$ cat config.mk
export PLATFORM = sky130hd
export DESIGN_NAME = identify_queue
export DESIGN_NICKNAME = d
export VERILOG_FILES = /design/src/rtl/identify_queue.sv
export SDC_FILE = /design/constraint.sdc
export NUM_CORES = 1
export LEC_CHECK = 0
export CORE_MARGIN = 5
export CORE_UTILIZATION = 62
export DETAILED_ROUTE_END_ITERATION = 7
export PLACE_DENSITY = 0.95
export SYNTH_ARGS = -nofsm -noshare
export SYNTH_HDL_FRONTEND = slang
export SYNTH_SLANG_ARGS = --single-unit
export TNS_END_PERCENT = 20
$ cat constraint.sdc
create_clock -name i_clk -period 9.3 [get_ports i_clk]
set_input_delay 0.93 -clock i_clk [delete_from_list [all_inputs] [get_ports i_clk]]
set_output_delay 0.93 -clock i_clk [all_outputs]
set_load 0.005 [all_outputs]
$ cat src/rtl/identify_queue.sv
// Buffered identify stage: pairs prefix/suffix words, classifies branch and
// condition-register instructions, and queues results ahead of decode.
module identify_queue #(
  parameter int DEPTH = 4,
  parameter int PC_W  = 64
) (
  input  logic            i_clk,
  input  logic            i_rst,
  input  logic            i_flush,
  input  logic            i_valid,
  output logic            o_ready,
  input  logic [0:31]     i_instr,
  input  logic [PC_W-1:0] i_pc,
  output logic            o_valid,
  input  logic            i_ready,
  output logic [0:31]     o_prefix,
  output logic [0:31]     o_suffix,
  output logic [PC_W-1:0] o_pc,
  output logic            o_is_prefixed,
  output logic [4:0]      o_branch,
  output logic [8:0]      o_condreg,
  output logic            o_err_pfx_pfx,
  output logic            o_err_boundary
);

  localparam int PTR_W = (DEPTH > 1) ? $clog2(DEPTH) : 1;
  localparam int CNT_W = $clog2(DEPTH + 1);
  localparam logic [CNT_W-1:0] DEPTH_C = CNT_W'(DEPTH);

  typedef enum logic [0:0] {
    ST_IDLE = 1'b0,
    ST_PFX  = 1'b1
  } state_t;

  typedef struct packed {
    logic [31:0]     prefix;
    logic [31:0]     suffix;
    logic [PC_W-1:0] pc;
    logic            is_prefixed;
    logic [4:0]      branch;
    logic [8:0]      condreg;
    logic            err_pfx_pfx;
    logic            err_boundary;
  } entry_t;

  // Returns {branch[4:0], condreg[8:0]}; all zero for unclassified words.
  function automatic logic [13:0] classify(input logic [0:31] w);
    logic [5:0] op;
    logic [9:0] xo;
    logic [4:0] br;
    logic [8:0] cr;
    op = w[0:5];
    xo = w[21:30];
    br = 5'b00000;
    cr = 9'b000000000;
    case (op)
      6'd18: br = 5'b00001;
      6'd16: br = 5'b00010;
      6'd19: begin
        case (xo)
          10'd16:  br = 5'b00100;
          10'd528: br = 5'b01000;
          10'd560: br = 5'b10000;
          10'd257: cr = 9'b000000001;
          10'd225: cr = 9'b000000010;
          10'd449: cr = 9'b000000100;
          10'd193: cr = 9'b000001000;
          10'd33:  cr = 9'b000010000;
          10'd289: cr = 9'b000100000;
          10'd129: cr = 9'b001000000;
          10'd417: cr = 9'b010000000;
          10'd0:   cr = 9'b100000000;
          default: cr = 9'b000000000;
        endcase
      end
      default: br = 5'b00000;
    endcase
    return {br, cr};
  endfunction

  state_t          state_q, state_d;
  logic [31:0]     hold_word_q, hold_word_d;
  logic [PC_W-1:0] hold_pc_q, hold_pc_d;
  logic [PTR_W-1:0] wr_ptr_q, wr_ptr_d;
  logic [PTR_W-1:0] rd_ptr_q, rd_ptr_d;
  logic [CNT_W-1:0] count_q, count_d;
  entry_t          mem_q [DEPTH];

  entry_t      entry_s;
  entry_t      head_s;
  logic        accept_s;
  logic        push_s;
  logic        pop_s;
  logic        is_pfx_s;
  logic [13:0] class_s;

  assign o_ready  = !i_rst && (count_q < DEPTH_C);
  assign o_valid  = !i_rst && (count_q != {CNT_W{1'b0}});
  assign accept_s = i_valid && o_ready && !i_flush;
  assign pop_s    = o_valid && i_ready && !i_flush;
  assign is_pfx_s = (i_instr[0:5] == 6'd1);
  assign class_s  = classify(i_instr);
  assign head_s   = mem_q[rd_ptr_q];

  // Next-state and entry formation for the prefix-pairing FSM.
  always_comb begin
    state_d     = state_q;
    hold_word_d = hold_word_q;
    hold_pc_d   = hold_pc_q;
    push_s      = 1'b0;
    entry_s     = '0;
    if (i_flush) begin
      state_d = ST_IDLE;
    end else if (accept_s) begin
      case (state_q)
        ST_IDLE: begin
          if (!is_pfx_s) begin
            push_s          = 1'b1;
            entry_s.suffix  = i_instr;
            entry_s.pc      = i_pc;
            entry_s.branch  = class_s[13:9];
            entry_s.condreg = class_s[8:0];
          end else if (i_pc[5:2] == 4'hF) begin
            // A prefix in the last word of a 64-byte block can never pair.
            push_s               = 1'b1;
            entry_s.prefix       = i_instr;
            entry_s.pc           = i_pc;
            entry_s.err_boundary = 1'b1;
          end else begin
            hold_word_d = i_instr;
            hold_pc_d   = i_pc;
            state_d     = ST_PFX;
          end
        end
        ST_PFX: begin
          push_s              = 1'b1;
          entry_s.prefix      = hold_word_q;
          entry_s.suffix      = i_instr;
          entry_s.pc          = hold_pc_q;
          entry_s.is_prefixed = 1'b1;
          entry_s.err_pfx_pfx = is_pfx_s;
          state_d             = ST_IDLE;
        end
        default: state_d = ST_IDLE;
      endcase
    end else begin
      state_d = state_q;
    end
  end

  // Queue pointer and occupancy update.
  always_comb begin
    wr_ptr_d = wr_ptr_q;
    rd_ptr_d = rd_ptr_q;
    count_d  = count_q;
    if (i_flush) begin
      wr_ptr_d = '0;
      rd_ptr_d = '0;
      count_d  = '0;
    end else begin
      if (push_s) begin
        wr_ptr_d = wr_ptr_q + PTR_W'(1);
      end else begin
        wr_ptr_d = wr_ptr_q;
      end
      if (pop_s) begin
        rd_ptr_d = rd_ptr_q + PTR_W'(1);
      end else begin
        rd_ptr_d = rd_ptr_q;
      end
      case ({push_s, pop_s})
        2'b10:   count_d = count_q + CNT_W'(1);
        2'b01:   count_d = count_q - CNT_W'(1);
        default: count_d = count_q;
      endcase
    end
  end

  // Control state registers.
  always_ff @(posedge i_clk or posedge i_rst) begin
    if (i_rst) begin
      state_q     <= ST_IDLE;
      hold_word_q <= '0;
      hold_pc_q   <= '0;
      wr_ptr_q    <= '0;
      rd_ptr_q    <= '0;
      count_q     <= '0;
    end else begin
      state_q     <= state_d;
      hold_word_q <= hold_word_d;
      hold_pc_q   <= hold_pc_d;
      wr_ptr_q    <= wr_ptr_d;
      rd_ptr_q    <= rd_ptr_d;
      count_q     <= count_d;
    end
  end

  // Entry storage; contents are only observed through valid slots.
  always_ff @(posedge i_clk) begin
    if (push_s) begin
      mem_q[wr_ptr_q] <= entry_s;
    end
  end

  assign o_prefix       = o_valid ? head_s.prefix       : 32'h0;
  assign o_suffix       = o_valid ? head_s.suffix       : 32'h0;
  assign o_pc           = o_valid ? head_s.pc           : {PC_W{1'b0}};
  assign o_is_prefixed  = o_valid ? head_s.is_prefixed  : 1'b0;
  assign o_branch       = o_valid ? head_s.branch       : 5'b00000;
  assign o_condreg      = o_valid ? head_s.condreg      : 9'b000000000;
  assign o_err_pfx_pfx  = o_valid ? head_s.err_pfx_pfx  : 1'b0;
  assign o_err_boundary = o_valid ? head_s.err_boundary : 1'b0;

endmodule

==> impl_metrics.ini <==
[die]
rows = 77
initial_core_util_pct = 62.35
core_um2 = 44030
die_x_um = 220.4
io-pin-count = 248
die_h_um = 220.4
dieArea_um2 = 48590

[job]
drv_cap = 0

[worst_setup_path]
crit_family = buffers and inverters
crit_arrival_ns = 4.13
critPathCaptureType = output port
regToRegStartpoint = count_q[2]$_DFFE_PP0P_
crit_path_top_delay_cell = dfrtp_4
critical_path.cell_chain = buf_4, mux4_2, and3_1, clkdlybuf4s50_1
rr_worst_depth = 9
r2r-end = count_q[1]$_DFFE_PP0P_
critPathBufInv = 2
worstPathRequired_ns = 8.37
r2r_slack_ns = 5.38
crit_start = rd_ptr_q[1]$_DFFE_PP0P_
cp-start-kind = register
critPathMaxFanout = 76
crit_type = reg2out
critPathMaxStageDelay_ns = 1.12

[cts]
cts_root_buffer = clkbuf_16
htree_num_levels = 3
clockBufferDepth = 3
cts.repair.resized = 0
clk-insertion-delay-late_ns = 0.59
cts_num_sinks = 684
cts_setup_buffers = 0
clkTransAtPathRegs_ns = 0.06
postCtsHoldBufs = 0
cts_buffers = 67
cts_tree = built

[status]
status = finished clean

[sta]
min_period_over_period_pct = 54.45
slew_viol_final = 0
setup_slack_ns = 4.236
skew_ns = 0.01469
setup_violations = 0
setup_tns_ns = 0
relSlewSlack_pct = 17.75
fmax_mhz = 197.5
rsz0062_at_grt = false
tightest_slew_ns = 1.234
final-hold-violation-count = 0
period_needed_ns = 5.064

[route]
routed_wl_um = 65610
avgRoutedWirePerCell_um = 28.71
via_per_inst = 6.598
drc = 0
initialDrtViolationCount = 1798
num_vias = 15080
dr.pass1.iters = 6
ant_nets = 0

[placed_design]
place_congestion = 0.8257
port_buffers = 247
dp_hpwl_um = 36280
place_ws_ns = 4.579

[synthesis]
ys_seq_area_share_pct = 72.93
synth_seq_cells = 684
yosysWarningCount = 0
synth.cell_area_um2 = 27450
synthCells = 1404
synth_nets = 1510
synthFlopType = edfxtp_1
syn_avg_cell_area_um2 = 19.55
synth_async_sr_flop_share_pct = 15.20
synth_edf_count = 580
synth_cell_type_count = 52

[hold_path]
min_path_type = reg2reg
min_path_cells = 1
hold_start = hold_word_q[31]$_DFFE_PP0P_
min_to = hold_word_q[31]$_DFFE_PP0P_

[power_and_ir_drop]
p_comb_share_pct = 6.7
irDropWorstVdd_v = 0.0001379
switching_power_w = 0.001340
power.density_nw_per_um2 = 199.9
p_int_w = 0.005184
cellLeakagePower_nw = 10.99
p_seq_share_pct = 52.1
p_sw_share_pct = 20.54
p_clk_share_pct = 41.2

[grt]
grt_pass1_wl_um = 98640
grt_max_degree = 109
grt_util_all_layers_pct = 27.27
antenna_found_initial = 1
grt_pass1_vias = 15520
overflow = 0

[final_layout]
drive_gt1_share_pct = 21.94
area_growth_pct = 18.91
layout.nets = 1744
[cells in the mapped netlist (all sizes together) (4+ instances only)]
master | number | area (µm²)
nand3 | 9 | 50.05
inv | 5 | 18.77
a22o | 90 | 788.3
clkbuf | 68 | 255.2
nor3 | 13 | 80.08
dfrtp | 104 | 2603
mux4 | 145 | 3266
and3 | 152 | 952.2
and2 | 44 | 275.3
nor2 | 14 | 52.55
mux2 | 93 | 1047
nor4 | 4 | 40.04
nand2b | 7 | 43.79
nand2 | 7 | 26.28
ha | 4 | 50.05
buf | 33 | 162.6
edfxtp | 580 | 17420
[layout by cell type, fill, tap and decap left out, types with 6 or more instances in the layout]
cell type,netlist,layout
mux2_2,90,90
and2_1,44,39
nor2_1,14,14
and3_1,151,151
clkinv_1,0,6
dfrtp_1,104,102
nand2_1,7,7
mux4_2,145,145
edfxtp_1,580,580
buf_4,2,18
clkinv_2,0,9
clkdlybuf4s50_1,0,247
nor3_1,10,10
nand2b_1,7,7
clkbuf_1,68,22
clkbuf_16,0,71
nand3_1,8,8
a22o_1,90,90
clkbuf_8,0,6
[power groups by stage]
stage                     clock network (W)  registers, W  logic [W]
after floorplan                           0       0.00345   0.000220
after global placement                    0       0.00345   0.000420
after detailed placement                  0       0.00346   0.000432
after CTS                           0.00272       0.00340   0.000439
after global routing                0.00286       0.00340   0.000465
final                               0.00269       0.00340   0.000437
[state kept, by name, indices dropped and copies added, names as in the netlist]
name / cells
wr_ptr_q: 2
hold_pc_q: 64
state_q: 1
count_q: 3
hold_word_q: 32
rd_ptr_q: 2
mem_q: 580
[cells by family (layout without fill, tap and decap cells)]
group / after synthesis / in the layout / synth area share, %
buffers and inverters: 106 / 393 / 1.591
multiplexers: 238 / 238 / 15.71
adder cells (fa/ha/maj): 5 / 5 / 0.2553
AO/OA/AOI/OAI: 99 / 99 / 3.122
flip-flops: 684 / 684 / 72.93
other: 0 / 2 / 0
AND/OR/NAND/NOR: 269 / 269 / 6.249
XOR/XNOR: 3 / 3 / 0.1459
[metrics by stage]
stage	hold slack (ns)	instance area [µm²]	total power, W	utilization [%]	std cells
2_1_floorplan	0.4354	27450	0.003671	-	1404
3_3_place_gp	0.4506	30450	0.003875	69.17	2161
3_5_place_dp	0.4644	30450	0.003894	69.17	2161
4_1_cts	0.4861	32640	0.006562	74.13	2283
5_1_grt	0.5048	32640	0.006730	74.13	2283
6_report	0.4857	32640	0.006524	74.14	2285
[metal layers]
layer,vias to the layer above,wire length (µm),GRT usage [%]
met5,-,12,0
met4,2,2299,10.19
met3,162,5676,5.705
met1,7849,24270,37.69
met2,854,33340,43.98
li1,6209,-,-
[cell type report]
cell class	instances	area, µm²
clock inverter	23	241.5
multi-input combinational	614	7033
inverter	5	26.28
timing repair buffer	266	2628
sequential	684	20030
fill	2283	11390
clock buffer	99	1942
antenna	2	5.005
tap	592	740.7
[how the worst max path moves through the flow]
stage | depth (start not counted) | slack (ns) | to
after global placement | 6 | 4.60 | mem_q[1][17]$_DFFE_PP_
after floorplan | 4 | 3.35 | mem_q[0][0]$_DFFE_PP_
final | 4 | 4.24 | o_suffix[10]
after CTS | 4 | 4.29 | o_suffix[10]
after global routing | 4 | 4.16 | o_suffix[10]
after detailed placement | 6 | 4.58 | mem_q[1][26]$_DFFE_PP_
Note: power is estimated with default switching activity, not from simulation.
